`config.mk`:
```
export PLATFORM = sky130hd
export DESIGN_NAME = circular_buffer
export DESIGN_NICKNAME = d
export VERILOG_FILES = /design/src/rtl/encoder_fec_pkg.sv /design/src/rtl/circular_buffer_mem.sv /design/src/rtl/circular_buffer.sv
export SDC_FILE = /design/constraint.sdc
export NUM_CORES = 1
export LEC_CHECK = 0
export ABC_AREA = 1
export CORE_MARGIN = 2
export CORE_UTILIZATION = 40
export DETAILED_ROUTE_END_ITERATION = 8
export GPL_ROUTABILITY_DRIVEN = 0
export HOLD_SLACK_MARGIN = 0.15
export SETUP_SLACK_MARGIN = 0.2
export SLEW_MARGIN = 20
export SYNTH_ARGS = -nofsm -noshare
export SYNTH_HDL_FRONTEND = slang
export SYNTH_SLANG_ARGS = --single-unit
```
`constraint.sdc`:
```
create_clock -name clk -period 1.9 [get_ports clk]
set_clock_uncertainty 0.1 [all_clocks]
set_input_delay 0.38 -clock clk [delete_from_list [all_inputs] [get_ports clk]]
set_output_delay 0.38 -clock clk [all_outputs]
set_load 0.1 [all_outputs]
```
`src/rtl/encoder_fec_pkg.sv`:
```
`default_nettype none
// ============================================================================
//  Module      : encoder_fec_pkg
//  Description : Shared types and constants for the FEC encoder datapath:
//                message word type, default staging-buffer depth and the
//                bench clock half period.
//  Revision    : 1.0 - initial release
// ============================================================================
package encoder_fec_pkg;

    // Width of one message word moved through the encoder datapath
    localparam int MESSAGE_WIDTH = 8;

    typedef logic [MESSAGE_WIDTH-1:0] message_data_t;

    // Default number of entries in a staging circular buffer
    localparam int CIRC_BUF_DEPTH = 16;

    // Half clock period used by benches that drive this datapath
    localparam int HALF_CLK_PERIOD = 5;

endpackage : encoder_fec_pkg
`default_nettype wire

```
`src/rtl/circular_buffer_mem.sv`:
```
`default_nettype none
// ============================================================================
//  Module      : circular_buffer_mem
//  Description : DEPTH x message_data_t storage array with a synchronous
//                write port and a registered, enable-gated read port. The
//                read register resets to zero; the array itself does not.
//  Revision    : 1.0 - initial release
// ============================================================================
module circular_buffer_mem
    import encoder_fec_pkg::*;
#(
    parameter  int DEPTH  = CIRC_BUF_DEPTH,
    localparam int ADDR_W = $clog2(DEPTH)
) (
    input  logic                clk,
    input  logic                rst,
    input  logic                wr_en,
    input  logic [ADDR_W-1:0]   wr_addr,
    input  message_data_t       wr_data,
    input  logic                rd_en,
    input  logic [ADDR_W-1:0]   rd_addr,
    output message_data_t       rd_data
);

    message_data_t r_mem [DEPTH];
    message_data_t r_rd_data;

    // Write port: store the incoming word at the write address
    always_ff @(posedge clk) begin
        if (wr_en) begin
            r_mem[wr_addr] <= wr_data;
        end
    end

    // Read port: capture the addressed word; holds its value when not reading.
    // A same-edge write to the read address returns the old contents, which
    // is what a full buffer doing read+write into the freed slot needs.
    always_ff @(posedge clk) begin
        if (rst) begin
            r_rd_data <= '0;
        end else if (rd_en) begin
            r_rd_data <= r_mem[rd_addr];
        end
    end

    assign rd_data = r_rd_data;

endmodule : circular_buffer_mem
`default_nettype wire

```
`src/rtl/circular_buffer.sv`:
```
`default_nettype none
// ============================================================================
//  Module      : circular_buffer
//  Description : Single-clock circular FIFO staging message words between
//                producer and consumer stages. Wrapping read/write pointers
//                address a DEPTH-entry RAM; an occupancy count drives the
//                empty/full flags. Read data is registered and qualified by
//                a one-cycle rd_valid strobe.
//  Revision    : 1.0 - initial release
// ============================================================================
module circular_buffer
    import encoder_fec_pkg::*;
#(
    parameter  int DEPTH  = CIRC_BUF_DEPTH,
    localparam int ADDR_W = $clog2(DEPTH)
) (
    input  logic            clk,
    input  logic            rst,
    input  logic            wr_en,
    input  logic            rd_en,
    input  message_data_t   data_in,
    output message_data_t   data_out,
    output logic            empty,
    output logic            full,
    output logic            rd_valid
);

    localparam logic [ADDR_W-1:0] c_ptr_one   = ADDR_W'(1);
    localparam logic [ADDR_W:0]   c_cnt_one   = (ADDR_W+1)'(1);
    localparam logic [ADDR_W:0]   c_cnt_full  = (ADDR_W+1)'(DEPTH);

    logic [ADDR_W-1:0] r_wr_ptr;
    logic [ADDR_W-1:0] r_rd_ptr;
    logic [ADDR_W:0]   r_count;
    logic              r_rd_valid;

    logic              w_empty;
    logic              w_full;
    logic              w_rd_acc;
    logic              w_wr_acc;

    // Flags are pure decodes of the registered count
    assign w_empty = (r_count == '0);
    assign w_full  = (r_count == c_cnt_full);

    // A read needs a stored word; a write needs room, or a read freeing a
    // slot in the same cycle (full buffer). No bypass when empty.
    assign w_rd_acc = rd_en & ~w_empty;
    assign w_wr_acc = wr_en & (~w_full | w_rd_acc);

    // Write pointer: advance one slot per accepted write, wrapping naturally
    always_ff @(posedge clk) begin
        if (rst) begin
            r_wr_ptr <= '0;
        end else if (w_wr_acc) begin
            r_wr_ptr <= r_wr_ptr + c_ptr_one;
        end
    end

    // Read pointer: advance one slot per accepted read, wrapping naturally
    always_ff @(posedge clk) begin
        if (rst) begin
            r_rd_ptr <= '0;
        end else if (w_rd_acc) begin
            r_rd_ptr <= r_rd_ptr + c_ptr_one;
        end
    end

    // Occupancy: up on write only, down on read only, otherwise unchanged
    always_ff @(posedge clk) begin
        if (rst) begin
            r_count <= '0;
        end else begin
            case ({w_wr_acc, w_rd_acc})
                2'b10:   r_count <= r_count + c_cnt_one;
                2'b01:   r_count <= r_count - c_cnt_one;
                default: r_count <= r_count;
            endcase
        end
    end

    // Read strobe: high for exactly the cycle after each accepted read
    always_ff @(posedge clk) begin
        if (rst) begin
            r_rd_valid <= 1'b0;
        end else begin
            r_rd_valid <= w_rd_acc;
        end
    end

    circular_buffer_mem #(
        .DEPTH   (DEPTH)
    ) u_mem (
        .clk     (clk),
        .rst     (rst),
        .wr_en   (w_wr_acc),
        .wr_addr (r_wr_ptr),
        .wr_data (data_in),
        .rd_en   (w_rd_acc),
        .rd_addr (r_rd_ptr),
        .rd_data (data_out)
    );

    assign empty    = w_empty;
    assign full     = w_full;
    assign rd_valid = r_rd_valid;

endmodule : circular_buffer
`default_nettype wire

```
==> metrics list, run 1 <==
- Setup violations remaining at the end of the flow were counted as 0.
* TritonCTS clock tree: built
- Vias per cell: 4.89
* Maximum clock insertion buffer count: 2
* Capturing element type of the critical path: output pin
- Placed standard-cell area: 7430 um2
* Critical path's slowest cell: sky130_fd_sc_hd__dfxtp_4
* Post-route DRC violation count: 0
- Final instance area: ~8300 um2
* First-pass GRT wire length: 24,300 um
* Fin. max-slew vios: 0
* Antenna violations before repair: 0
- Worst-path clk slew: 0.06 ns
* Via count of the first global-routing pass: between 4,000 and 5,000
- Headroom to the max-slew limit came out at 0.686.
- Final nets: 747
- Hold path startpoint: r_count[4]
- Setup slack on the worst reg-to-reg path comes out at 0.10 ns.
- In the global route stage, overall resource usage came out at 0.182.
- The cell sitting at the root of the clock tree is a sky130_fd_sc_hd__clkbuf_16.
- The first TritonRoute pass finished after 7 iterations.
- Number of max-cap violations: 0
- The Yosys step of the flow raised 0 warnings.
- Overflow left after global routing: 0
* Synthesized Nets: ~700
* Area of the die: 17,500 um2
* Post-synth design cell area: 6600 um2
- Summed over all cells, the static leakage comes to 3.49 nW.
* Min Hold Slack: 0.408 ns
- Counting tap cells, the placed design contains a total of 913 instances.
- The detailed router finished its first iteration with 462 violations.
* Most frequent cell after synthesis: sky130_fd_sc_hd__nand2_1
- The signal on the critical path passes through nor2_4, nand3_2, inv_2, buf_12.
- Detail-routed net length per standard cell: 16.5 um
- The setup path with the least slack is of type reg -> out.
* Post-synth EDFFs: 128
* Required @ worst endpoint: 1.42 ns
- Clock latency of the later-clocked register in the worst-skew pair: 0.43 ns
* Post-layout instance count excluding filler cells: 955
* VDD IR-drop max: 0.750 mV
- Via count: 4,673
- In this run the horizontal extent of the chip is 132 um.
- Sorting the synthesized cells by area gives the leading types as sky130_fd_sc_hd__edfxtp_1 (58%), sky130_fd_sc_hd__nand2_1 (10%), sky130_fd_sc_hd__nand3_1 (7.4%).
- Worst-margin pin slew: 0.471 ns
- Of the synthesized area, sequential elements account for 0.649.
- Count of inserted antenna diode cells: 0
- Result of the run: finished clean
* Number of unique standard cell types used by synthesis: 27
- Maximum number of pins on one net before global-route repair: 67
* Cells after Synth: 661
- Along the worst path, the maximum fanout reaches 4.
- Number of buffer and inverter instances along the worst setup path: 2
- Power spread over the standard cell area amounts to 1300 nW/um2.
- STA classifies the critical path startpoint as a flip-flop.
- Source of the worst register-to-register timing path: r_count[1]
* Endpoint of the lowest-slack register-to-register path: r_count[4]
- Hold bufs inserted after CTS: 0
- Setup_tns: 0 ns
- The count of endpoints failing hold in the final timing report is 0.
- Number of ports placed on the die boundary: 23
* Worst hold endpoint: r_count[4]
* Async set-reset flop share out of synthesis: 0
- Number of buffer cells added on primary ports: 22
* Setup repair after global routing missed its margin: true
* Total of flip-flops plus latches after synthesis: 150
- Die extent in y: around 130 um
- Data on the critical path arrives at its endpoint at between 1 and 1.5 ns.
* Detailed placer's ending HPWL: around 10000 um
* Post-synth top cells: sky130_fd_sc_hd__nand2_1 (184), sky130_fd_sc_hd__edfxtp_1 (128), sky130_fd_sc_hd__nand3_1 (97)
- Initial standard-cell utilization of the core: 0.412
- The biggest area contributor in the post-synthesis netlist is sky130_fd_sc_hd__edfxtp_1.
* Final Routed Wirelength: 15,800 um
- In this run the remaining antenna-violating nets after routing total 0.
- Dividing the final minimum period by the clock period gives 0.966.
- Clock sink total: 150
* Level count of the clock H-tree: 4
- Number of buffers created by CTS: 17
- Timing would allow up to 545 MHz.
* Number of instances on the worst hold path: 2
- Core Footprint: 16,000 um2
- For this run, the slowest stage of the critical path takes 0.36 ns.
- Top-area cell type share of the netlist area: 0.583
- The worst register-to-register path has a depth of 13.
- Among cell families on the critical path, the largest total delay comes from flip-flops.
- Ys flop type: sky130_fd_sc_hd__edfxtp_1
- P&R area growth vs syn: 25.5%
* Avg Synthesized Cell Area: 9.98 um2
- In the final layout, the share of cells above drive strength 1 is 0.175.
- The worst hold path belongs to the class reg -> reg.
- The floorplan has 46 rows.
- Subtracting the final worst setup slack from the clock period gives between 1.5 and 2 ns.
## placed cells by master (no fill, tap or decap), types with 11 or more instances in the layout
master | synthesis | layout
sky130_fd_sc_hd__buf_12 | 0 | 15
sky130_fd_sc_hd__edfxtp_1 | 128 | 128
sky130_fd_sc_hd__clkbuf_16 | 0 | 20
sky130_fd_sc_hd__inv_1 | 86 | 82
sky130_fd_sc_hd__dfxtp_1 | 22 | 16
sky130_fd_sc_hd__nand3_1 | 97 | 96
sky130_fd_sc_hd__o21ai_0 | 15 | 15
sky130_fd_sc_hd__nand2_1 | 184 | 181
sky130_fd_sc_hd__clkdlybuf4s50_1 | 0 | 11
sky130_fd_sc_hd__nor2_1 | 61 | 61
sky130_fd_sc_hd__buf_4 | 9 | 41
## timing repair
| item | CTS | global route |
|---|---|---|
| gates cloned | 0 | 3 |
| setup endpoints to repair | 5 | 108 |
| setup buffers | 2 | 5 |
| pin swaps | 7 | 7 |
| resized for setup | 5 | 22 |
## tightest hold or removal path: stages (launching register included)
cell	delay, ns
sky130_fd_sc_hd__dfxtp_4	0.36
sky130_fd_sc_hd__a21oi_1	0.04
sky130_fd_sc_hd__nor2_1	0.07
## stage by stage
stage | util | total power [W] | setup slack, ns
3_5_place_dp | 0.464 | 0.00696 | -0.293
3_3_place_gp | 0.464 | 0.00690 | -0.250
2_1_floorplan | - | 0.00601 | 0.180
5_1_grt | 0.518 | 0.0113 | -0.0115
4_1_cts | 0.505 | 0.0106 | 0.0932
6_report | 0.518 | 0.0108 | 0.0650
## flip-flops by register name, indices dropped and copies added (netlist names)
| signal | cells |
|---|---|
| u_mem.r_mem | 128 |
| u_mem.rd_data | 8 |
| r_rd_ptr | 4 |
| rd_valid | 1 |
| r_count | 5 |
| r_wr_ptr | 4 |
## worst max-delay path by stage
stage	startpoint	end	slack, ns	cells past startpoint
6_report	r_count[1]	full	0.07	4
5_1_grt	r_count[1]	r_count[3]	-0.01	12
4_1_cts	r_count[0]	full	0.09	4
3_5_place_dp	rd_en	r_count[4]	-0.29	10
3_3_place_gp	rd_en	r_count[4]	-0.25	10
2_1_floorplan	r_count[3]	r_count[4]	0.18	12
## per-layer routing
metal | GRT usage | vias to the layer above | part of all wire
met4 | 0.0562 | 0 | 0.013
met3 | 0.0437 | 16 | 0.050
met2 | 0.305 | 106 | 0.49
met5 | 0 | - | 0
met1 | 0.235 | 2272 | 0.45
li1 | - | 2279 | -
## area by class of cell
cell class	count	area, um2
clock buffer	23	478
clock inverter	9	149
fill	1462	7720
inverter	93	363
multi-input combinational	390	1880
sequential	150	4310
tap	216	270
timing repair buffer	74	838
## cells by family after synthesis
logic type	synth area share
flip-flops	0.649
XOR/XNOR	0.00398
buffers and inverters	0.0821
adder cells (fa/ha/maj)	0.0182
AND/OR/NAND/NOR	0.224
AO/OA/AOI/OAI	0.0226
## power by group
| part | internal [W] | switching (W) |
|---|---|---|
| clock network | 0.00229 | 0.00127 |
| registers | 0.00377 | 0.000167 |
| logic | 0.00123 | 0.00207 |
| total | 0.00729 | 0.00351 |
Power figures use the tool's default switching activity.
==> run 2: changes to the inputs <==
Settings changed: CORE_ASPECT_RATIO from default to 1.75.
==> run 2 against run 1 <==
Effect of this change: critical path depth rose by 1; combinational power fell by 3%; utilization fell by 2.1 points; first-iteration DRC count fell by 29%; clock-buffer cell count rose by 3; die area rose by 0.23%; power fell by 3.5%; fmax fell by 1.9%; register-to-register slack improved by 0.02 ns; highest routed layer unchanged.
==> metrics list, run 2 (synthesis gave the netlist of run 1 again) <==
- The run finished with clean final reports.
* Count of inserted antenna diode cells: 0
* Placed standard-cell area: between 7000 and 8000 um2
- Along the worst path, the maximum fanout reaches 3.
* Most common cell after layout, fill and taps aside: sky130_fd_sc_hd__nand2_1
- Tracing the worst setup path back leads to its startpoint at r_count[3].
- Clock-pin slew was measured on the worst setup and hold paths at 0.06 ns.
- The final layout contains 744 nets.
- Post-route DRC violation count: 0
- Detailed placer's ending HPWL: 10,600 um
- Via count of the first global-routing pass: 4,729
- The worst hold path begins at r_wr_ptr[3].
* Die extent in y: 174 um
* Final hold viol count: 0
* Area of the die: 17,600 um2
- For the worst-skew pair, the clock arrives at the later sink with an insertion delay of ~0.42 ns.
- The core region is 16,300 um2.
- Number of detailed-route iterations in the first pass: 4
- First-pass GRT wire length: around 25,000 um
* Internal reg-to-reg setup slack: 0.12 ns
- Number of buffer cells added on primary ports: 22
* TritonCTS clock tree: built
- In the final layout, the share of cells above drive strength 1 is 0.168.
- Across every metal layer, demand over resource in global routing totals 0.191.
- Vias per cell: 5.04
- Die X-Extent: 101 um
- Endpoint of the lowest-slack register-to-register path: r_count[4]
- Final core utilization: 0.497
- Top reg by flops: u_mem.r_mem
- During I/O placement, the number of pins put on the boundary was 23.
* Number of instances on the worst hold path: 2
- Worst-margin pin slew: 0.671 ns
- Most used cells in the layout excluding fill and tap cells: sky130_fd_sc_hd__nand2_1 (181), sky130_fd_sc_hd__edfxtp_1 (128), sky130_fd_sc_hd__nand3_1 (95), sky130_fd_sc_hd__inv_1 (83), sky130_fd_sc_hd__nor2_1 (60)
* Number of violations reported at the end of detailed-routing iteration 0: 327
- The min-delay analysis places its worst path in the category reg -> reg.
- STA puts the critical path data required time at 1.42 ns.
* VDD IR-drop max: between 1 and 1.5 mV
- In this run the deepest clock path goes through 2 buffers.
- For this configuration, the core starts out at a cell density of 0.405.
- The clock tree synthesis step divided the H-tree into 4 levels.
* Number of nets still failing antenna checks after routing: 0
- Setup repair after global routing could not meet its margin everywhere.
- CTS placed an instance of sky130_fd_sc_hd__clkbuf_16 at the clock tree root.
- CP startpoint kind: flip-flop
- Leakage power total: approximately 3.4 nW
- Slew Limit Headroom: 0.551
* Detail-routed net length per standard cell: 17.2 um
- Worst hold endpoint: r_wr_ptr[3]
- Setup violations remaining at the end of the flow were counted as 0.
* Maximum number of pins on one net before global-route repair: 34
- Number of buffers created by CTS: 17
- Final Routed Wirelength: 15,900 um
* Placement Rows: 62
- Derived from the worst setup path, the maximum achievable clock frequency is 535 MHz.
* Capturing element type of the critical path: output pin
* Overflow left after global routing: 0
- Power spread over the standard cell area amounts to between 1000 and 1500 nW/um2.
- Number of max-cap violations: 0
- The initial antenna violation count was 0.
- Fin. max-slew vios: 0
- Share of the cycle needed by the critical path after routing: 0.984
- Counting I/O delays and the setup requirement, the final critical path takes between 1.5 and 2 ns.
- The register with the most flip-flops in the layout has 128 of them.
* P&R area growth vs syn: 22.6%
* Clock sink total: 150
- Final instance area: 8090 um2
- Critical path data arrival time: 1.39 ns
- Via count: approximately 4,700
- Worst R2R Path Depth: 12
- Worst Setup Path Type: reg -> out
* Source of the worst register-to-register timing path: r_count[3]
run 2: cell types whose count changed in the layout (fill, tap and decap cells not counted), moves of 2 or more:
| cell | change |
|---|---|
| sky130_fd_sc_hd__nand2_2 | +4 |
| sky130_fd_sc_hd__nand2_4 | -4 |
| sky130_fd_sc_hd__buf_6 | -2 |
| sky130_fd_sc_hd__buf_12 | -2 |
| sky130_fd_sc_hd__buf_4 | +4 |
| sky130_fd_sc_hd__bufinv_16 | -4 |
| sky130_fd_sc_hd__inv_2 | -2 |
| sky130_fd_sc_hd__clkbuf_16 | +2 |
| sky130_fd_sc_hd__clkbuf_8 | -3 |
| sky130_fd_sc_hd__dfxtp_2 | +2 |
| sky130_fd_sc_hd__dfxtp_4 | -2 |
run 2: power breakdown:
group | leakage [nW] | total (W) | switching (W) | internal (W)
logic | 1.77 | 0.00319 | 0.00208 | 0.00112
registers | 1.34 | 0.00392 | 0.000158 | 0.00376
clock network | 0.300 | 0.00331 | 0.00125 | 0.00205
run 2: area by class of cell:
type,count,area [um2]
fillers,1496,8200
flip-flops and latches,150,4300
multi-input cells,390,1860
repair buffers,71,731
clock buffers,26,566
inverters,93,362
well taps,192,240
clock inverters,6,33.8
run 2: repair_timing:
item	CTS	global route
resized for setup	4	16
hold buffers	0	0
endpoints found under the setup margin	4	125
cloned	0	0
pin swaps	3	11
buffers inserted	0	7
run 2: worst max-delay path by stage:
stage	to	cells past startpoint
finish	full	5
global route	r_count[3]	12
CTS	full	4
detailed placement	r_count[4]	10
global placement	r_count[4]	10
floorplan	r_count[4]	12
run 2: metal layers:
| layer | GRT usage | part of all wire |
|---|---|---|
| met1 | 0.198 | 0.37 |
| met2 | 0.338 | 0.54 |
| met3 | 0.0379 | 0.031 |
| met4 | 0.125 | 0.054 |
| met5 | 0 | 0 |
run 2: stage by stage:
step           power [W]  setup slack (ns)  TNS, ns  hold WS [ns]  std cells
3_5_place_dp     0.00701            -0.279   -19.12         0.408        889
2_1_floorplan    0.00601             0.180        0         0.367        661
3_3_place_gp     0.00697            -0.263   -17.86         0.402        889
5_1_grt           0.0109           -0.0249  -0.0524         0.456        928
6_report          0.0104            0.0303        0         0.449        928
4_1_cts           0.0103            0.0897        0         0.422        921
run 2: critical path, stage by stage, from the launching register on:
cell and delay, ns:
sky130_fd_sc_hd__dfxtp_4 0.36, sky130_fd_sc_hd__nor2_4 0.14, sky130_fd_sc_hd__buf_4 0.14, sky130_fd_sc_hd__nand3_4 0.09, sky130_fd_sc_hd__inv_4 0.07, sky130_fd_sc_hd__buf_12 0.16
